<file path="src/rtl/aes128_key_schedule.sv">
// Iterative AES-128 round-key generator: forward keys for encrypt, reverse keys for decrypt.
// Build option: define AES128_KS_PARALLEL_SBOX_EN for four S-boxes and a 1-cycle step.
package aes128_type_pkg;
    typedef enum logic {
        ENCRYPT = 1'b0,
        DECRYPT = 1'b1
    } mode_t;
endpackage

module aes128_key_schedule
    import aes128_type_pkg::*;
(
    input  logic         clk,
    input  logic         rst,
    input  mode_t        mode_i,
    input  logic         start_i,
    input  logic [127:0] key_i,
    input  logic         next_i,
    output logic [127:0] round_key_o,
    output logic [3:0]   round_o,
    output logic         valid_o,
    output logic         busy_o,
    output logic         done_o
);
    typedef enum logic [1:0] {
        IDLE  = 2'd0,
        CALC  = 2'd1,
        READY = 2'd2
    } state_t;

    localparam logic [2047:0] SBOX_T = {
        128'h637c777bf26b6fc53001672bfed7ab76,
        128'hca82c97dfa5947f0add4a2af9ca472c0,
        128'hb7fd9326363ff7cc34a5e5f171d83115,
        128'h04c723c31896059a071280e2eb27b275,
        128'h09832c1a1b6e5aa0523bd6b329e32f84,
        128'h53d100ed20fcb15b6acbbe394a4c58cf,
        128'hd0efaafb434d338545f9027f503c9fa8,
        128'h51a3408f929d38f5bcb6da2110fff3d2,
        128'hcd0c13ec5f974417c4a77e3d645d1973,
        128'h60814fdc222a908846eeb814de5e0bdb,
        128'he0323a0a4906245cc2d3ac629195e479,
        128'he7c8376d8dd54ea96c56f4ea657aae08,
        128'hba78252e1ca6b4c6e8dd741f4bbd8b8a,
        128'h703eb5664803f60e613557b986c11d9e,
        128'he1f8981169d98e949b1e87e9ce5528df,
        128'h8ca1890dbfe6426841992d0fb054bb16
    };

    function automatic logic [7:0] sbox(input logic [7:0] x);
        logic [10:0] idx;
        idx = {~x, 3'b000};
        return SBOX_T[idx +: 8];
    endfunction

    function automatic logic [7:0] rcon(input logic [3:0] r);
        logic [7:0] v;
        unique case (r)
            4'd1:    v = 8'h01;
            4'd2:    v = 8'h02;
            4'd3:    v = 8'h04;
            4'd4:    v = 8'h08;
            4'd5:    v = 8'h10;
            4'd6:    v = 8'h20;
            4'd7:    v = 8'h40;
            4'd8:    v = 8'h80;
            4'd9:    v = 8'h1b;
            4'd10:   v = 8'h36;
            default: v = 8'h00;
        endcase
        return v;
    endfunction

    state_t       state, state_n;
    logic [127:0] key_q;
    logic [3:0]   round_q;
    mode_t        mode_q;
    logic         prep_q;
    logic         fwd;
    logic         final_rnd;
    logic         step_last;
    logic [31:0]  t_word;
    logic [31:0]  rot_word;
    logic [31:0]  sub_word;
    logic [31:0]  rc_word;
    logic [127:0] fwd_key;
    logic [127:0] bwd_key;
    logic         valid_d, busy_d, done_d;

    // Forward steps during decrypt prep or encrypt; otherwise invert
    assign fwd       = prep_q | (mode_q == ENCRYPT);
    assign final_rnd = (mode_q == ENCRYPT) ? (round_q == 4'd10)
                                           : (round_q == 4'd0);
    // Forward uses old w3; backward needs the recovered w3 = w7 ^ w6
    assign t_word    = fwd ? key_q[127:96]
                           : key_q[127:96] ^ key_q[95:64];
    assign rot_word  = {t_word[7:0], t_word[31:8]};
    assign rc_word   = {24'h0, rcon(fwd ? round_q + 4'd1 : round_q)};

`ifdef AES128_KS_PARALLEL_SBOX_EN
    assign sub_word  = {sbox(rot_word[31:24]), sbox(rot_word[23:16]),
                        sbox(rot_word[15:8]),  sbox(rot_word[7:0])};
    assign step_last = 1'b1;
`else
    logic [1:0]  cnt_q;
    logic [23:0] sub_q;
    logic [7:0]  sbox_out;

    assign sbox_out  = sbox(rot_word[{cnt_q, 3'b000} +: 8]);
    assign sub_word  = {sbox_out, sub_q};
    assign step_last = (cnt_q == 2'd3);

    // Byte counter walks the shared S-box over RotWord, collecting bytes 0..2
    always_ff @(posedge clk or posedge rst) begin
        if (rst) begin
            cnt_q <= 2'd0;
            sub_q <= 24'h0;
        end else if (state == CALC) begin
            cnt_q <= cnt_q + 2'd1;
            unique case (cnt_q)
                2'd0:    sub_q[7:0]   <= sbox_out;
                2'd1:    sub_q[15:8]  <= sbox_out;
                2'd2:    sub_q[23:16] <= sbox_out;
                default: ;
            endcase
        end else begin
            cnt_q <= 2'd0;
        end
    end
`endif

    // One forward and one inverse expansion step from the current key
    always_comb begin
        fwd_key[31:0]   = key_q[31:0] ^ sub_word ^ rc_word;
        fwd_key[63:32]  = key_q[63:32] ^ fwd_key[31:0];
        fwd_key[95:64]  = key_q[95:64] ^ fwd_key[63:32];
        fwd_key[127:96] = key_q[127:96] ^ fwd_key[95:64];
        bwd_key[127:96] = key_q[127:96] ^ key_q[95:64];
        bwd_key[95:64]  = key_q[95:64] ^ key_q[63:32];
        bwd_key[63:32]  = key_q[63:32] ^ key_q[31:0];
        bwd_key[31:0]   = key_q[31:0] ^ sub_word ^ rc_word;
    end

    // State register
    always_ff @(posedge clk or posedge rst) begin
        if (rst) state <= IDLE;
        else     state <= state_n;
    end

    // Next-state: start wins in READY, CALC ignores requests
    always_comb begin
        state_n = state;
        unique case (state)
            IDLE: begin
                if (start_i)
                    state_n = (mode_i == DECRYPT) ? CALC : READY;
            end
            CALC: begin
                if (step_last)
                    state_n = (prep_q && round_q != 4'd9) ? CALC : READY;
            end
            READY: begin
                if (start_i)
                    state_n = (mode_i == DECRYPT) ? CALC : READY;
                else if (next_i)
                    state_n = final_rnd ? IDLE : CALC;
            end
            default: state_n = IDLE;
        endcase
    end

    // Output decode, taken from the upcoming state so outputs can be registered
    always_comb begin
        valid_d = (state_n == READY);
        busy_d  = (state_n == CALC);
        done_d  = (state == READY) && !start_i && next_i && final_rnd;
    end

    // Registered status outputs
    always_ff @(posedge clk or posedge rst) begin
        if (rst) begin
            valid_o <= 1'b0;
            busy_o  <= 1'b0;
            done_o  <= 1'b0;
        end else begin
            valid_o <= valid_d;
            busy_o  <= busy_d;
            done_o  <= done_d;
        end
    end

    // Key register, round index and mode: load on start, update on step commit
    always_ff @(posedge clk or posedge rst) begin
        if (rst) begin
            key_q   <= 128'h0;
            round_q <= 4'd0;
            mode_q  <= ENCRYPT;
            prep_q  <= 1'b0;
        end else if (state != CALC && start_i) begin
            key_q   <= key_i;
            round_q <= 4'd0;
            mode_q  <= mode_i;
            prep_q  <= (mode_i == DECRYPT);
        end else if (state == CALC && step_last) begin
            key_q   <= fwd ? fwd_key : bwd_key;
            round_q <= fwd ? round_q + 4'd1 : round_q - 4'd1;
            prep_q  <= prep_q && (round_q != 4'd9);
        end
    end

    assign round_key_o = key_q;
    assign round_o     = round_q;
endmodule

</file>
<file path="config.mk">
export PLATFORM = sky130hd
export DESIGN_NAME = aes128_key_schedule
export DESIGN_NICKNAME = d
export VERILOG_FILES = /design/src/rtl/aes128_key_schedule.sv
export SDC_FILE = /design/constraint.sdc
export NUM_CORES = 1
export LEC_CHECK = 0
export CORE_MARGIN = 2
export CORE_UTILIZATION = 33
export CTS_CLUSTER_DIAMETER = 150
export DETAILED_ROUTE_END_ITERATION = 16
export GPL_ROUTABILITY_DRIVEN = 0
export PLACE_DENSITY = 0.62
export SLEW_MARGIN = 25
export SYNTH_ARGS = -nofsm -noshare
export SYNTH_HDL_FRONTEND = slang
export SYNTH_SLANG_ARGS = --single-unit
</file>
<file path="constraint.sdc">
create_clock -name clk -period 13 [get_ports clk]
set_input_delay 1.3 -clock clk [delete_from_list [all_inputs] [get_ports clk]]
set_output_delay 1.3 -clock clk [all_outputs]
set_load 0.02 [all_outputs]
</file>
==> flow_summary.ini <==
[clock_tree]
post_cts_buffers = 0
cts.sinks = 165
clkTransAtPathRegs_ns = 0.07
cts_hold_buffers = 0
clk_path_buf_depth = 2
htreeDepth = 4
cts_tree = done
clock_latency_ns = 0.45
cts_resized = 0
clockRootBuffer = clkbuf_16
cts_made_buffers = 17

[global_routing]
grt_pass1_vias = 15679
grt_pass1_wl_um = 97370
grt_max_degree = 95
grt-ovfl-total = 0
grt.total_usage_pct = 26.50
antenna_found_initial = 6

[outcome]
status = finished, final reports clean

[placed_design]
dp_cells = 2647
post-dp-hpwl_um = 44370
io_buffer_count = 267

[sta]
slew-limit-headroom_pct = 21.69
clock_skew_ns = 0.01318
fmax_mhz = 161.5
timing.final.crit_share_pct = 47.63
finalSetupViolCount = 0
worstMarginPinSlew_ns = 1.159
setup-tns-final_ns = 0
rsz0062_at_grt = false
slew_violations = 0
hold_viol_final = 0
period_minus_slack_ns = 6.192

[layout]
drive_gt1_share_pct = 4.906
fill_cells = 4575
final_cell_count_no_fill = 2683
final_cell_mix = clkdlybuf4s50_1 (267), nand2_1 (190), a21oi_1 (182)
nets = 2225
syn_to_final_growth_pct = 22.94
layout_commonest_cell = clkdlybuf4s50_1
seq_area_mm2 = 0.004130
multi_input_area_mm2 = 0.009902

[worst_setup_path]
reg2regPathDepth = 15
crit_family = compound AO/OA/AOI/OAI gates
cp.buffers_inverters = 2
startpoint_type = flip-flop
critical_path_class = reg -> reg
cp_slowest_cell = dfrtp_1
worst_ep_required_time_ns = 13.33
cp_max_fo = 33
worst_setup_path_end_kind = flip-flop
r2r-start = prep_q
cp_cell_sequence = nand3b_1 -> mux2_2 -> o2111a_1 -> buf_4 -> inv_2 -> ha_1 -> o41ai_1 -> a311oi_1 -> a21bo_2 -> a31oi_1 -> o21bai_1 -> a221oi_2 -> a211oi_1 -> nor3_1 -> nand2_1
cp.arrival_ns = 6.52
r2r-end = round_key_o[124]
cp.depth = 15
r2r_setup_slack_ns = 6.81
critPathMaxStageDelay_ns = 0.98

[detailed_routing]
drt_iter0_drc = 2634
drt_wl_total_um = 64170
wl_per_cell_um = 23.92
vias = 16486
route.detailed.drc = 0
ant_nets = 0
drt_pass1_iterations = 7
vias_per_cell = 6.145

[die]
core_area_mm2 = 0.04528
die_y_um = 217.9
core.rowCount = 78
start_util_pct = 33.34
io-pin-count = 268
dieArea_mm2 = 0.04748
die_w_um = 217.9

[hold_path]
min_to = sub_q[1]
whs_path_depth = 2
hp-start = sub_q[1]
worst_hold_path_type = reg -> reg

[synth]
async_flop_share_pct = 100.0
synth-edff-count = 0
syn-cell-area_mm2 = 0.01510
ys.flop_type = dfrtp_1
yosysSeqAreaShare_pct = 27.35
syn_nets = 2091
synth_cell_types = 86
synthCells = 1932
synth_warnings = 0
syn_area_per_cell_um2 = 7.815
ys_seq_elements = 165

[run]
maxCapViolations = 0
-- logic make-up (layout without fill, tap and decap cells) --
kind of cell / after synthesis / count (layout) / share of synthesized area (%)
mux: 42 / 42 / 3.224
buf+inv: 253 / 400 / 7.384
other cells: 0 / 4 / 0
compound gates: 640 / 640 / 28.39
flops: 165 / 165 / 27.35
fa+ha+maj: 26 / 26 / 2.155
xor+xnor: 185 / 185 / 10.83
simple gates: 621 / 621 / 20.67
-- sequential cells by signal, summed over array words and instances, names as in the netlist --
register     flops
sub_q           24
cnt_q            2
prep_q           1
busy_o           1
round_o          4
state            2
done_o           1
mode_q           1
valid_o          1
round_key_o    128
-- worst max path at each step --
stage	startpoint	endpoint	slack, ns
3_5_place_dp	cnt_q[1]	round_key_o[90]	7.00
2_1_floorplan	rst	busy_o	7.24
5_1_grt	prep_q	round_key_o[124]	6.52
6_report	prep_q	round_key_o[124]	6.81
3_3_place_gp	cnt_q[1]	round_key_o[90]	7.10
4_1_cts	cnt_q[1]	round_key_o[90]	6.91
-- metrics by stage --
step	hold WS, ns	instance area [um^2]	util [%]	worst slack (ns)
after floorplan	0.4689	15100	-	7.238
after global placement	0.4991	17910	39.54	7.100
after detailed placement	0.5010	17910	39.56	7.001
after CTS	0.5167	18540	40.93	6.915
after global routing	0.5394	18550	40.97	6.522
final	0.5165	18560	40.99	6.808
-- routing by layer --
metal,share of wire [%],track usage [%],vias up
li1,-,-,7325
met1,40,34.38,7883
met2,44,41.03,1025
met3,10,6.527,245
met4,5.7,13.02,8
met5,0.086,0,-
-- worst min-delay path, cell delays in order (launching register included) --
cell     delay, ns
dfrtp_1       0.37
nand2_1       0.05
o21ai_0       0.06
-- synth_stat cells, types with 11 or more instances --
library cell / n / area share (%)
or3_1: 27 / 1.1
a21oi_1: 182 / 6.0
dfrtp_1: 165 / 27
ha_1: 26 / 2.2
a22oi_1: 13 / 0.65
nor3_1: 101 / 3.3
nand3_1: 46 / 1.5
buf_4: 17 / 0.85
mux2i_1: 31 / 2.1
and3b_1: 12 / 0.70
nand3b_1: 40 / 2.0
clkbuf_1: 85 / 2.1
inv_1: 75 / 1.9
a221o_1: 43 / 2.9
buf_2: 45 / 1.5
a211o_1: 19 / 1.1
o311ai_0: 11 / 0.64
nor2_1: 111 / 2.8
nor3b_1: 49 / 2.4
o211ai_1: 17 / 0.85
o22ai_1: 13 / 0.54
o2111ai_1: 11 / 0.64
a221oi_1: 12 / 0.70
xnor2_1: 106 / 6.1
buf_1: 22 / 0.55
o21ai_0: 163 / 5.4
xor2_1: 78 / 4.5
a211oi_1: 26 / 1.3
nand2_1: 191 / 4.7
a31oi_1: 23 / 0.95
-- area by class of cell --
type                    instances  share of cell area, %
flip-flops and latches        165                  22.25
clock inverters                12                 0.9437
multi-input cells            1514                  53.35
diodes                          4                0.05393
clock buffers                  20                  2.406
inverters                      78                  1.604
well taps                     600                  4.044
repair buffers                290                  15.35
Power is left out: the tool's default activity adds up to more than one toggle a clock period on the data nets, which glitch-free logic cannot reach.
